### config.mk
export PLATFORM = sky130hd
export DESIGN_NAME = cache_line_fill
export DESIGN_NICKNAME = d
export VERILOG_FILES = /design/src/rtl/cache_line_fill.sv
export SDC_FILE = /design/constraint.sdc
export NUM_CORES = 1
export LEC_CHECK = 0
export ABC_CLOCK_PERIOD_IN_PS = 2900
export BUFFER_PORTS_ARGS = -buffer_cell sky130_fd_sc_hd__buf_2
export CORE_MARGIN = 4
export CORE_UTILIZATION = 40
export CTS_BUF_LIST = sky130_fd_sc_hd__clkbuf_4
export DETAILED_ROUTE_END_ITERATION = 7
export PLACE_DENSITY = 0.66
export RECOVER_POWER = 50
export SYNTH_ARGS = -nofsm -noshare
export SYNTH_HDL_FRONTEND = slang
export SYNTH_SLANG_ARGS = --single-unit
### constraint.sdc
create_clock -name clk -period 2.9 [get_ports clk]
set_input_delay 0.58 -clock clk [delete_from_list [all_inputs] [get_ports clk]]
set_output_delay 0.58 -clock clk [all_outputs]
set_load 0.02 [all_outputs]
### src/rtl/cache_line_fill.sv
`default_nettype none
// +----------------------------------------------------------------------------+
// | cache_line_fill: serialises 256-bit cache lines into 32-bit BRAM accesses   |
// | (eviction writeback, then line fill with reassembly).  Rev 1.0             |
// +----------------------------------------------------------------------------+
module cache_line_fill #(
    parameter int LINE_ADDR_W = 9,
    parameter int WORDS       = 8
) (
    input  logic                     clk,
    input  logic                     rst_n,
    input  logic                     fill_req,
    input  logic [LINE_ADDR_W-1:0]   fill_line_addr,
    input  logic                     wb_req,
    input  logic [LINE_ADDR_W-1:0]   wb_line_addr,
    input  logic [255:0]             wb_line,
    output logic [255:0]             fill_line,
    output logic                     busy,
    output logic                     done,
    output logic [LINE_ADDR_W+2:0]   mem_addr,
    output logic                     mem_re,
    output logic                     mem_we,
    output logic [31:0]              mem_wdata,
    input  logic [31:0]              mem_rdata
);

    typedef enum logic [2:0] {
        S_IDLE = 3'd0,
        S_WB   = 3'd1,
        S_RD   = 3'd2,
        S_LAST = 3'd3,
        S_DONE = 3'd4
    } state_t;

    localparam logic [2:0] LAST_IDX = 3'(WORDS - 1);

    state_t                   state_q, state_d;
    logic [2:0]               cnt_q, cnt_d;
    logic                     fill_pend_q, fill_pend_d;
    logic [LINE_ADDR_W-1:0]   wb_addr_q, wb_addr_d;
    logic [LINE_ADDR_W-1:0]   fill_addr_q, fill_addr_d;
    logic [255:0]             wb_line_q, wb_line_d;
    logic [255:0]             fill_line_q, fill_line_d;
    logic [2:0]               prev_idx;

    always_ff @(posedge clk or negedge rst_n) begin
        if (!rst_n) begin
            state_q     <= S_IDLE;
            cnt_q       <= 3'd0;
            fill_pend_q <= 1'b0;
            wb_addr_q   <= '0;
            fill_addr_q <= '0;
            wb_line_q   <= '0;
            fill_line_q <= '0;
        end else begin
            state_q     <= state_d;
            cnt_q       <= cnt_d;
            fill_pend_q <= fill_pend_d;
            wb_addr_q   <= wb_addr_d;
            fill_addr_q <= fill_addr_d;
            wb_line_q   <= wb_line_d;
            fill_line_q <= fill_line_d;
        end
    end

    always_comb begin
        state_d     = state_q;
        cnt_d       = cnt_q;
        fill_pend_d = fill_pend_q;
        wb_addr_d   = wb_addr_q;
        fill_addr_d = fill_addr_q;
        wb_line_d   = wb_line_q;
        fill_line_d = fill_line_q;
        prev_idx    = cnt_q - 3'd1;
        busy        = 1'b1;
        done        = 1'b0;
        mem_addr    = '0;
        mem_re      = 1'b0;
        mem_we      = 1'b0;
        mem_wdata   = 32'd0;

        case (state_q)
            S_IDLE: begin
                busy  = 1'b0;
                cnt_d = 3'd0;
                if (wb_req) begin
                    wb_addr_d   = wb_line_addr;
                    wb_line_d   = wb_line;
                    fill_addr_d = fill_line_addr;
                    fill_pend_d = fill_req;
                    state_d     = S_WB;
                end else if (fill_req) begin
                    fill_addr_d = fill_line_addr;
                    fill_pend_d = 1'b0;
                    state_d     = S_RD;
                end
            end
            S_WB: begin
                mem_we    = 1'b1;
                mem_addr  = {wb_addr_q, cnt_q};
                mem_wdata = wb_line_q[{cnt_q, 5'b0} +: 32];
                cnt_d     = cnt_q + 3'd1;
                if (cnt_q == LAST_IDX) begin
                    cnt_d   = 3'd0;
                    state_d = fill_pend_q ? S_RD : S_DONE;
                end
            end
            S_RD: begin
                mem_re   = 1'b1;
                mem_addr = {fill_addr_q, cnt_q};
                cnt_d    = cnt_q + 3'd1;
                // Read data lags the address by one cycle, so capture word cnt-1.
                if (cnt_q != 3'd0) begin
                    fill_line_d[{prev_idx, 5'b0} +: 32] = mem_rdata;
                end
                if (cnt_q == LAST_IDX) begin
                    cnt_d   = 3'd0;
                    state_d = S_LAST;
                end
            end
            S_LAST: begin
                fill_line_d[{LAST_IDX, 5'b0} +: 32] = mem_rdata;
                state_d = S_DONE;
            end
            S_DONE: begin
                done    = 1'b1;
                state_d = S_IDLE;
            end
            default: begin
                state_d = S_IDLE;
            end
        endcase
    end

    assign fill_line = fill_line_q;

endmodule
`default_nettype wire

==> results.py <==
metrics = {
    "run_status": {
        "status": "finished, violations left",
        "violations": "capacitance limit, slew limit, setup timing",
    },
    "clocking": {
        "clockBufferDepth": 3,
        "clock_sinks": 537,
        "cts-buffers-inserted": 143,
        "clk_pin_slew_ns": 0.08,
        "htree_num_levels": 4,
        "clock_latency_ns": 0.98,
        "cts_tree": "built",
        "clockRootBuffer": "clkbuf_4",
    },
    "sta": {
        "drv_slew": 65,
        "rsz0062_at_grt": "true",
        "period_share_pct": 111.9,
        "worst_slew_pin_slew_ns": 1.898,
        "tns_ns": -44.51,
        "maxClockFrequency_ghz": 0.3082,
        "finalCriticalPeriod_ns": 3.245,
        "fin_ws_ns": -0.3448,
        "hold_viol": 0,
        "setup_viol": 182,
        "clock_skew_ns": 0.05463,
        "relSlewSlack_pct": -26.55,
        "timing.hold.ws_ns": 0.3771,
    },
    "global_routing": {
        "grt_max_degree": 81,
        "antenna_found_initial": 11,
        "grt_usage_pct": 27.17,
        "grt_pass1_wl_um": 129800,
        "grt_overflow": 0,
        "grt_pass1_vias": 21030,
    },
    "floorplan": {
        "start_util_pct": 40.33,
        "fp.dieW_um": 249.0,
        "die_h_um": 249.0,
        "io_pins": 614,
        "placementRows": 88,
        "die_area_um2": 61980,
        "core-area_um2": 57590,
    },
    "synth": {
        "synth.top_cell.area_share_pct": 57.86,
        "syn_inst": 1645,
        "avgSynthCellArea_um2": 14.12,
        "syn-cell-area_um2": 23230,
        "netlist.top_cell.by_area": "dfrtp_1",
        "seq_area_frac_synth_pct": 57.86,
        "ys_top_cells_by_area": "dfrtp_1, mux2_2, mux2i_1, mux2_4, and2_1",
        "syn_nets": 1963,
        "yosysUniqueCellTypes": 43,
        "synth_edf_count": 0,
        "async_flop_share_pct": 100.0,
        "synth.ff_latch_count": 537,
        "yosysWarnings": 0,
        "ys.flop_type": "dfrtp_1",
    },
    "detailed_routing": {
        "route.vias.total": 18930,
        "drt_wl_total_um": 86710,
        "avgRoutedWirePerCell_um": 24.19,
        "drtPass1Iterations": 7,
        "first_iter_violations": 1100,
        "viasPerCell": 5.281,
        "drtAntennaViolNets": 0,
        "drcViolationCount": 0,
    },
    "place": {
        "dp_cells": 2960,
        "detailed_place_hpwl_um": 52300,
        "io_buffer_count": 613,
        "gp_congestion": 0.8580,
    },
    "power": {
        "ir_drop_uv": 621.9,
        "power_mw": 38.47,
        "powerDensity_nw_per_um2": 1130,
        "leakage_nw": 16.29,
    },
    "worst_setup_path": {
        "critical_path_class": "reg -> out",
        "cp-end-kind": "output pin",
        "cp_data_required_time_ns": 2.32,
        "critPathLaunchType": "register",
        "crit_path_max_fanout": 5,
        "cp_data_arrival_time_ns": 2.66,
    },
    "layout": {
        "stdcell_count": 3585,
        "final_nets": 3029,
        "area_growth_pct": 46.63,
        "drive_gt1_share_pct": 53.96,
        "n_fill_cell": 4330,
    },
    "flow_run": {
        "cap_violations": 1,
    },
    "hold_path": {
        "hold_path_class": "in -> reg",
    },
}
==> stage by stage <==
step | instance area [um^2] | util, % | setup WS, ns
global placement | 27320 | 47.44 | 0.1678
CTS | 33750 | 58.61 | -0.4622
floorplan | 23250 | - | 0.02114
detailed placement | 27320 | 47.44 | -0.004267
finish | 34060 | 59.14 | -0.3448
global route | 34040 | 59.11 | -0.5077
==> logic make-up (layout without fill, tap and decap cells) <==
| kind of cell | Yosys count | after routing | synth area share [%] |
|---|---|---|---|
| adders and majority gates | 8 | 8 | 0.4310 |
| muxes | 563 | 563 | 27.26 |
| buffers and inverters | 150 | 1307 | 3.566 |
| DFF | 537 | 537 | 57.86 |
| AOI/OAI and AO/OA | 179 | 180 | 5.312 |
| other | 0 | 16 | 0 |
| and+or+nand+nor | 206 | 207 | 5.468 |
| xor gates and xnor gates | 2 | 2 | 0.1078 |
==> report_power, final <==
group / leakage [nW] / internal (mW) / switching, mW / total (mW)
sequential: 6.61 / 10.9 / 2.20 / 13.1
combinational: 8.62 / 8.91 / 9.65 / 18.6
clock: 1.07 / 3.54 / 3.24 / 6.77
==> sequential cells by signal, summed over array words and instances, names as in the netlist <==
register and cells:
state_q 3, wb_line_q 256, fill_pend_q 1, cnt_q 3
fill_line 256, wb_addr_q 9, fill_addr_q 9
==> cells in the final DEF (no fill, tap or decap), types with 20 or more instances in the layout <==
cell           netlist  routed
mux2_4              30      30
buf_12               0      24
nand3_1             35      35
a22o_1              43      43
a22oi_1             32      22
dlygate4sd3_1        0     309
and2_1              66      65
buf_16               0      22
o21ai_0             31      31
dfrtp_1            537     532
mux2i_1             97      82
clkbuf_4             0     212
buf_6               27      43
buf_2               26     557
clkbuf_1            46      21
a211oi_2             0      20
buf_4                8      38
mux2_2             424     423
inv_1               38      36
==> final cells by class <==
cell class,count,area [um^2],area share (%)
clock inverter,31,235.2,0.6907
multi-input combinational,960,9696,28.47
inverter,38,145.1,0.4262
sequential,537,13450,39.48
antenna,16,40.04,0.1176
tap,765,957.2,2.811
clock buffer,207,1554,4.563
timing repair buffer,1031,7983,23.44
==> Yosys cell counts (8+ instances only) <==
cell and number:
buf_2 26, a21oi_1 33, ha_1 8, a211oi_1 35, a22oi_1 32, dfrtp_1 537
o21ai_0 31, mux2_2 424, mux2_1 12, nor2_1 9, and2_1 66, mux2i_1 97
buf_4 8, a22o_1 43, buf_6 27, and3_1 33, nor2b_1 36, inv_1 38
clkbuf_1 46, mux2_4 30, nand3_1 35
==> worst max-delay path, stage by stage, from the launching register on <==
cell and delay (ns):
dfrtp_4 0.51, buf_12 0.16, buf_12 0.15, buf_16 0.14, nor2b_4 0.13, a211oi_2 0.05, a21oi_1 0.19, and3_4 0.25
buf_6 0.12
==> final timing paths <==
path	from	endpoint	slack [ns]	cells past startpoint
setup / recovery	cnt_q[1]	mem_wdata[11]	-0.34	8
hold / removal	wb_line[71]	wb_line_q[71]	0.38	3
setup reg to reg	state_q[2]	wb_addr_q[6]	-0.32	8
max in group asynchronous	rst_n	wb_line_q[21]	0.11	3
min in group asynchronous	rst_n	fill_line[140]	0.67	2
hold reg to reg	fill_line[217]	fill_line[217]	0.49	1
==> metal layers <==
| metal | track usage [%] | share of wire (%) |
|---|---|---|
| met4 | 11.46 | 3.7 |
| met1 | 32.07 | 38 |
| met2 | 46.46 | 50 |
| met5 | 0 | 0 |
| met3 | 8.018 | 7.7 |
==> timing repair <==
item / 4_1_cts / 5_1_grt
hold buffers: 309 / 0
setup buffers: 33 / 4
endpoints found under the setup margin: 76 / 44
gates cloned: 22 / 3
resized for setup: 181 / 82
pin swaps: 25 / 43
endpoints found under the hold margin: 522 / 0
No activity file was read; power rests on OpenSTA's default activity.
